**config.mk**
```make
export PLATFORM = sky130hd
export DESIGN_NAME = stream_arith
export DESIGN_NICKNAME = d
export VERILOG_FILES = /design/src/rtl/stream_arith.sv
export SDC_FILE = /design/constraint.sdc
export NUM_CORES = 1
export LEC_CHECK = 0
export BUFFER_PORTS_ARGS = -buffer_cell sky130_fd_sc_hd__buf_4
export CAP_MARGIN = 20
export CORE_MARGIN = 2
export CORE_UTILIZATION = 27
export CTS_CLUSTER_SIZE = 28
export DETAILED_ROUTE_END_ITERATION = 10
export HOLD_SLACK_MARGIN = 0.08
export SYNTH_ARGS = -nofsm -noshare
export SYNTH_HDL_FRONTEND = slang
export SYNTH_SLANG_ARGS = --single-unit
```
**constraint.sdc**
```tcl
create_clock -name clk -period 4.47 [get_ports clk]
set_clock_uncertainty 0.2 [all_clocks]
set_input_delay 0.2235 -clock clk [delete_from_list [all_inputs] [get_ports clk]]
set_output_delay 0.2235 -clock clk [all_outputs]
set_load 0.01 [all_outputs]
```
**src/rtl/stream_arith.sv**
```systemverilog
// stream_arith: joins two stb/ack operand streams, applies wrapping or
// signed-saturating add/subtract, and queues {ovf, result} in a small FIFO
// presented as a stb/ack output stream.
//
// Overflow is detected by computing one bit wider than the operands: the
// extra bit and the result MSB disagree exactly when the signed result does
// not fit. When clamping, the overflow direction always follows the sign of
// operand A, because both add and subtract can only overflow when A and the
// effective B share a sign.
module stream_arith #(
   parameter int bits  = 16,
   parameter int depth = 4
) (
   input  logic            clk,
   input  logic            rst,
   input  logic [bits-1:0] in1,
   input  logic            in1_stb,
   output logic            in1_ack,
   input  logic [bits-1:0] in2,
   input  logic            in2_stb,
   output logic            in2_ack,
   input  logic [1:0]      op,
   output logic [bits-1:0] out1,
   output logic            out1_ovf,
   output logic            out1_stb,
   input  logic            out1_ack
);

   localparam int AW = $clog2(depth);
   localparam logic [AW:0] FULL = AW'(depth) == '0 ? (AW+1)'(depth) : (AW+1)'(depth);

   logic [bits:0]   mem_q [depth];
   logic [AW-1:0]   wr_ptr_q;
   logic [AW-1:0]   rd_ptr_q;
   logic [AW:0]     count_q;
   logic [AW:0]     count_d;

   logic [bits:0]   a_ext;
   logic [bits:0]   b_ext;
   logic [bits:0]   raw;
   logic            ovf;
   logic [bits-1:0] sat_val;
   logic [bits-1:0] res;
   logic            join_ok;
   logic            push;
   logic            pop;

   // Arithmetic for the operation offered this cycle (only stored on a join).
   always_comb begin
      a_ext   = {in1[bits-1], in1};
      b_ext   = {in2[bits-1], in2};
      raw     = op[0] ? (a_ext - b_ext) : (a_ext + b_ext);
      ovf     = raw[bits] ^ raw[bits-1];
      sat_val = in1[bits-1] ? {1'b1, {(bits-1){1'b0}}} : {1'b0, {(bits-1){1'b1}}};
      res     = (op[1] && ovf) ? sat_val : raw[bits-1:0];
   end

   // Join / pop handshakes; a full FIFO blocks the join even if it pops.
   always_comb begin
      join_ok  = rst && in1_stb && in2_stb && (count_q != FULL);
      push     = join_ok;
      pop      = (count_q != '0) && out1_ack;
      in1_ack  = join_ok;
      in2_ack  = join_ok;
      out1_stb = (count_q != '0);
      out1     = mem_q[rd_ptr_q][bits-1:0];
      out1_ovf = mem_q[rd_ptr_q][bits];
   end

   // Occupancy next state; simultaneous push and pop leaves it unchanged.
   always_comb begin
      count_d = count_q;
      if (push && !pop) begin
         count_d = count_q + 1'b1;
      end else if (pop && !push) begin
         count_d = count_q - 1'b1;
      end
   end

   // FIFO storage, pointers and occupancy; reset discards everything queued.
   always_ff @(posedge clk or negedge rst) begin
      if (!rst) begin
         wr_ptr_q <= '0;
         rd_ptr_q <= '0;
         count_q  <= '0;
         for (int i = 0; i < depth; i++) begin
            mem_q[i] <= '0;
         end
      end else begin
         if (push) begin
            mem_q[wr_ptr_q] <= {ovf, res};
            wr_ptr_q        <= wr_ptr_q + 1'b1;
         end
         if (pop) begin
            rd_ptr_q <= rd_ptr_q + 1'b1;
         end
         count_q <= count_d;
      end
   end

endmodule

```
# After elaboration in Yosys (flattened, before gate mapping)
# Index checks and enable logic that the tools add are counted.
[op_classes]
n_eq_ne = 1
reduce_logical = 12
muxes = 11
bitwise = 3
n_lt_le_gt_ge = 3
n_addsub = 6
[ops]
columns = ["operator", "n"]
rows = [
  ["68-bit bitwise mux", 1],
  ["17-bit 2-to-1 mux", 4],
  ["17-bit binary-select mux with 2-bit select", 1],
  ["17-bit demux with 2-bit select", 1],
  ["16-bit 2-to-1 mux", 2],
  ["16-bit by 16-bit adder with 17-bit output", 1],
  ["16-bit by 16-bit subtractor with 17-bit output", 1],
  ["1-bit logical AND", 8],
  ["3-bit >= comparator, second input constant", 2],
  ["3-bit 2-to-1 mux", 2],
  ["2-bit inverter with 3-bit output", 2],
  ["2-bit by 1-bit adder with 2-bit output, second input constant", 2],
  ["3-bit by 1-bit adder with 3-bit output, second input constant", 1],
  ["3-bit by 1-bit < comparator with 1-bit output, second input constant", 1],
  ["3-bit != test, second input constant", 1],
  ["3-bit nonzero test", 1],
  ["3-bit by 1-bit subtractor with 3-bit output, second input constant", 1],
  ["1-bit zero test", 2],
  ["2-bit nonzero test", 1],
  ["1-bit bitwise XOR", 1],
]
[word_totals]
word_cells = 43
ff_bits = 75
in_bits = 39

# Depth between registers and ports, before layout
[logic_depth]
depth_word = 7
ltp_mapped = 17
mapped_depth_nobuf = 15

# Worst setup path after synthesis
# Ideal clock, no wire load.
[synth_timing]
path_type = "input to register"
start = "input port in2[1]"
end = "register mem_q[10] (netlist name)"
setup_time_ns = 0.065
setup_slack_ns = 0.307
stages = 14
t_arrival_ns = 3.898
required_time_ns = 4.205
path_buffers = 1
path_cell_list = "or4_1 nor4_1 a21o_1 o21ai_0 xnor2_1 ha_1 a21o_1 a21o_1 o41a_4 xnor2_4 mux2i_4 buf_12 mux2i_2 mux2_2"
[synth_between]
elab_chain_len = 6
elab_cells_between_ends = 7
cone_classes = "2 x add/sub; 3 x mux; 1 x bitwise; 1 x reduce/logical"
[synth_lines]
columns = ["item", "line_no", "rtl"]
rows = [
  ["start: declaration", "19", "input logic [bits-1:0] in2,"],
  ["16-bit by 16-bit adder with 17-bit output / 16-bit by 16-bit subtractor with 17-bit output (equally long branches)", "52", "raw = op[0] ? (a_ext - b_ext) : (a_ext + b_ext);"],
  ["17-bit 2-to-1 mux *", "52", ""],
  ["1-bit bitwise XOR", "53", "ovf = raw[bits] ^ raw[bits-1];"],
  ["1-bit logical AND", "55", "res = (op[1] && ovf) ? sat_val : raw[bits-1:0];"],
  ["16-bit 2-to-1 mux *", "55", ""],
  ["68-bit bitwise mux *", "91", "mem_q[wr_ptr_q] <= {ovf, res};"],
  ["end signal: indexed assignment", "91", ""],
  ["end: declaration", "32", "logic [bits:0] mem_q [depth];"],
]
# Mark *: on every way between the ends. The rest lies on a longest branch, timed or not.
# A chain may end at the register's enable or synchronous reset.

# Worst setup path after layout
[layout_timing]
start = "input port in2[1]"
end = "register mem_q[11] (netlist name)"
# The elaborated chain is that of the path after synthesis.

==> summary.txt <==
Timing
  – Setup TNS: 0 ps
  – Slew HR: 37.2%
  – Max Fclk: 0.243 GHz
  – Final slew viol count: 0
  – Final setup margin: 350 ps
  – Fin crit share: 92.2%
  – Final setup vio count: 0
  – Final Hold Fails: 0
  – Measured slew at the worst slew-check pin: 942 ps
  – RSZ-0062 raised after global routing: false
  – Crit path time final: 4120 ps

Finish
  – Final #Nets: 541
  – Util after Layout: 34.1%
  – Share of cells above drive strength 1: between 30% and 40%
  – Most frequent cells in the layout: dfrtp_1 (75), buf_4 (66), mux2_2 (49)
  – FF/Latch Area: 1880 sq um
  – Layout fillers: 1740
  – Cell area after layout: 5860 sq um
  – Multi-input gate area: 2700 sq um
  – Layout area overhead: 23.9%
  – Most common cell after layout, fill and taps aside: dfrtp_1
  – Antenna cells: 0

Worst setup path
  – Cell family with most CP delay: compound AO/OA/AOI/OAI gates
  – Cell mode on critical path: buf_4
  – Crit path max fanout: 7
  – Reg2reg end: mem_q[25]
  – Reg2reg start: count_q[0]
  – Slowest cell on crit path: or4_1
  – WP data arrival: 4190 ps
  – Setup CP Type: input pin to flip-flop
  – Crit-path cells: buf_4 > or4_1 > nor4_2 > buf_4 > nor2_1 > xnor2_1 > ha_1 > o21ai_1 > a2111oi_0 > o31a_1 > o41a_4 > xnor2_4 > mux2i_4 > buf_4 > mux2i_2 > mux2_2
  – Largest stage delay, worst path: 570 ps
  – Buffer and inverter count on the worst path: 3
  – Critical Path Sink Type: flip-flop
  – Critical path required time: 4540 ps
  – R2r setup slk: 1680 ps
  – CP startpoint kind: input pin
  – R2R depth: 4

Routing
  – Wire per inst: about 16 microns
  – Via count: 3422
  – Antenna viol nets, final: 0
  – Vias per cell: 4.83
  – Final WL: 11500 microns
  – Drt pass-1 iters: 4
  – # DRC: 0
  – DR iter-0 viols: 238

Yosys
  – Top cell type's share of synthesized area: 39.7%
  – Synth area leaders: dfrtp_1 (40%), mux2_2 (12%), mux4_2 (8.1%)
  – Synth unique cells: 54
  – Post-synth EDFFs: 0
  – Main synth FF type: dfrtp_1
  – Area leader, netlist: dfrtp_1
  – Yosys reg bits: 75
  – Netlist Area Pre-Place: 4720 sq um
  – Avg Cell Area, Syn: 11.3 sq um
  – Synthesis Warnings: 0
  – Cell count after synthesis: 418
  – Synth async-reset ratio: 100%
  – Seq/Total Area, Yosys: 39.7%
  – Post-Syn Nets: roughly 480

Die
  – Initial Util: between 20 and 30%
  – # rows: between 40 and 50
  – CORE AREA: 17200 sq um
  – DIE WIDTH: ~140 microns
  – Io pins: 59
  – Die area: around 19000 sq um
  – Die H: 136 microns

GRT
  – Largest net degree at the start of global routing: 75
  – Global-route wire length before repair: approximately 19000 microns
  – Vias in the first global route: 3642
  – Total GRT Usage: 13.2%
  – Grt ovf: 0
  – Initial antenna violation count: 0

Min path
  – Hold_sp: op[1]
  – Worst hold endpoint: mem_q[18]
  – Hold Path Class: input pin to flip-flop
  – Worst hold stages: 3

Clock network
  – Clk slew on worst S/H paths: 60 ps
  – CTS root buffer: clkbuf_16
  – CTS Buffer Depth: 2
  – H-Tree Depth: 3
  – Worst skew pair latency: 340 ps
  – TritonCTS buffer count: 9
  – CTS tree: yes
  – Sink Count: 75

Power and ir drop
  – VDD IR-drop max: 0.250 mV
  – Leak: 2.53 nW
  – Total Power: 0.00379 W
  – Power per Cell Area: around 650 nW/um^2

Place
  – Pre-CTS setup slack: -108 ps
  – Final GP Congestion: about 0.87
  – Hpwl dp: slightly below 9000 microns
  – I/O Buffers: 58
  – Post-placement cell area: about 5400 sq um

Status
  – Result of the run: finished clean

Job
  – Max-cap viol count: 0
-- worst min-delay path: cells and delay by family --
family,cells,cell delay (ps)
AO/OA/AOI/OAI,2,270
buffers and inverters,1,130
-- cells in the mapped netlist (all sizes together), types with 2 or more instances --
master   count
nor3         6
a21oi       32
a211oi       2
nand3        6
a31oi        8
clkbuf      17
ha          22
mux4        17
xnor2       29
or2          4
nand2       21
inv         14
and2         6
mux2        49
mux2i       15
xor2         8
dfrtp       75
fa           2
nor2        30
o2111ai      2
a21o         8
o21ai       20
nor4         3
o21bai       2
buf          4
-- repair_timing --
item,in CTS,in global routing
endpoints found under the setup margin,0,7
hold endpoints to repair,77,0
resized for setup,0,1
hold buffers,3,0
setup buffers,0,0
-- flip-flops by register name (all words and copies together), names as in the netlist --
register	cells
rd_ptr_q	2
wr_ptr_q	2
count_q	3
mem_q	68
-- power by group --
group | switching (W) | internal, W | total (W)
Combinational | 0.000726 | 0.000885 | 0.00161
Sequential | 0.000212 | 0.00101 | 0.00122
Clock | 0.000278 | 0.000675 | 0.000954
-- routing by layer --
layer / up-vias / GRT usage [%] / wire (microns)
met3: 17 / 2.50 / 419
met5: - / 0 / 0
met1: 1702 / 17.4 / 5250
li1: 1631 / - / -
met4: 0 / 5.38 / 206
met2: 72 / 21.2 / 5620
-- cell type report --
type / count / area share (%)
Clock buffer: 10 / 4.08
Clock inverter: 6 / 2.71
Inverter: 14 / 0.897
Multi-Input combinational cell: 308 / 46.1
Sequential cell: 75 / 32.1
Tap cell: 225 / 4.81
Timing Repair Buffer: 70 / 9.32
-- worst max-delay path by stage --
stage,from,end,slack [ps],cells after the start
final,in2[1],mem_q[11],350,16
after global routing,in2[1],mem_q[27],90,16
after CTS,in2[1],mem_q[10],240,16
after detailed placement,in2[1],mem_q[44],-110,16
after global placement,in2[1],mem_q[28],70,16
after floorplan,in2[1],mem_q[10],310,14
-- cells by family after synthesis --
logic type / Yosys count / synth area share [%]
compound gates: 83 / 11.0
fa+ha+maj: 24 / 6.67
flops: 75 / 39.7
simple gates: 83 / 8.21
xor+xnor: 37 / 7.42
mux: 81 / 23.8
buf+inv: 35 / 3.23
-- metrics by stage --
| stage | cells | hold slack (ps) |
|---|---|---|
| detailed placement | 689 | -168 |
| floorplan | 418 | -272 |
| CTS | 708 | 126 |
| global route | 708 | 172 |
| finish | 708 | 140 |
| global placement | 689 | -168 |
Note: power is estimated with default switching activity, not from simulation.
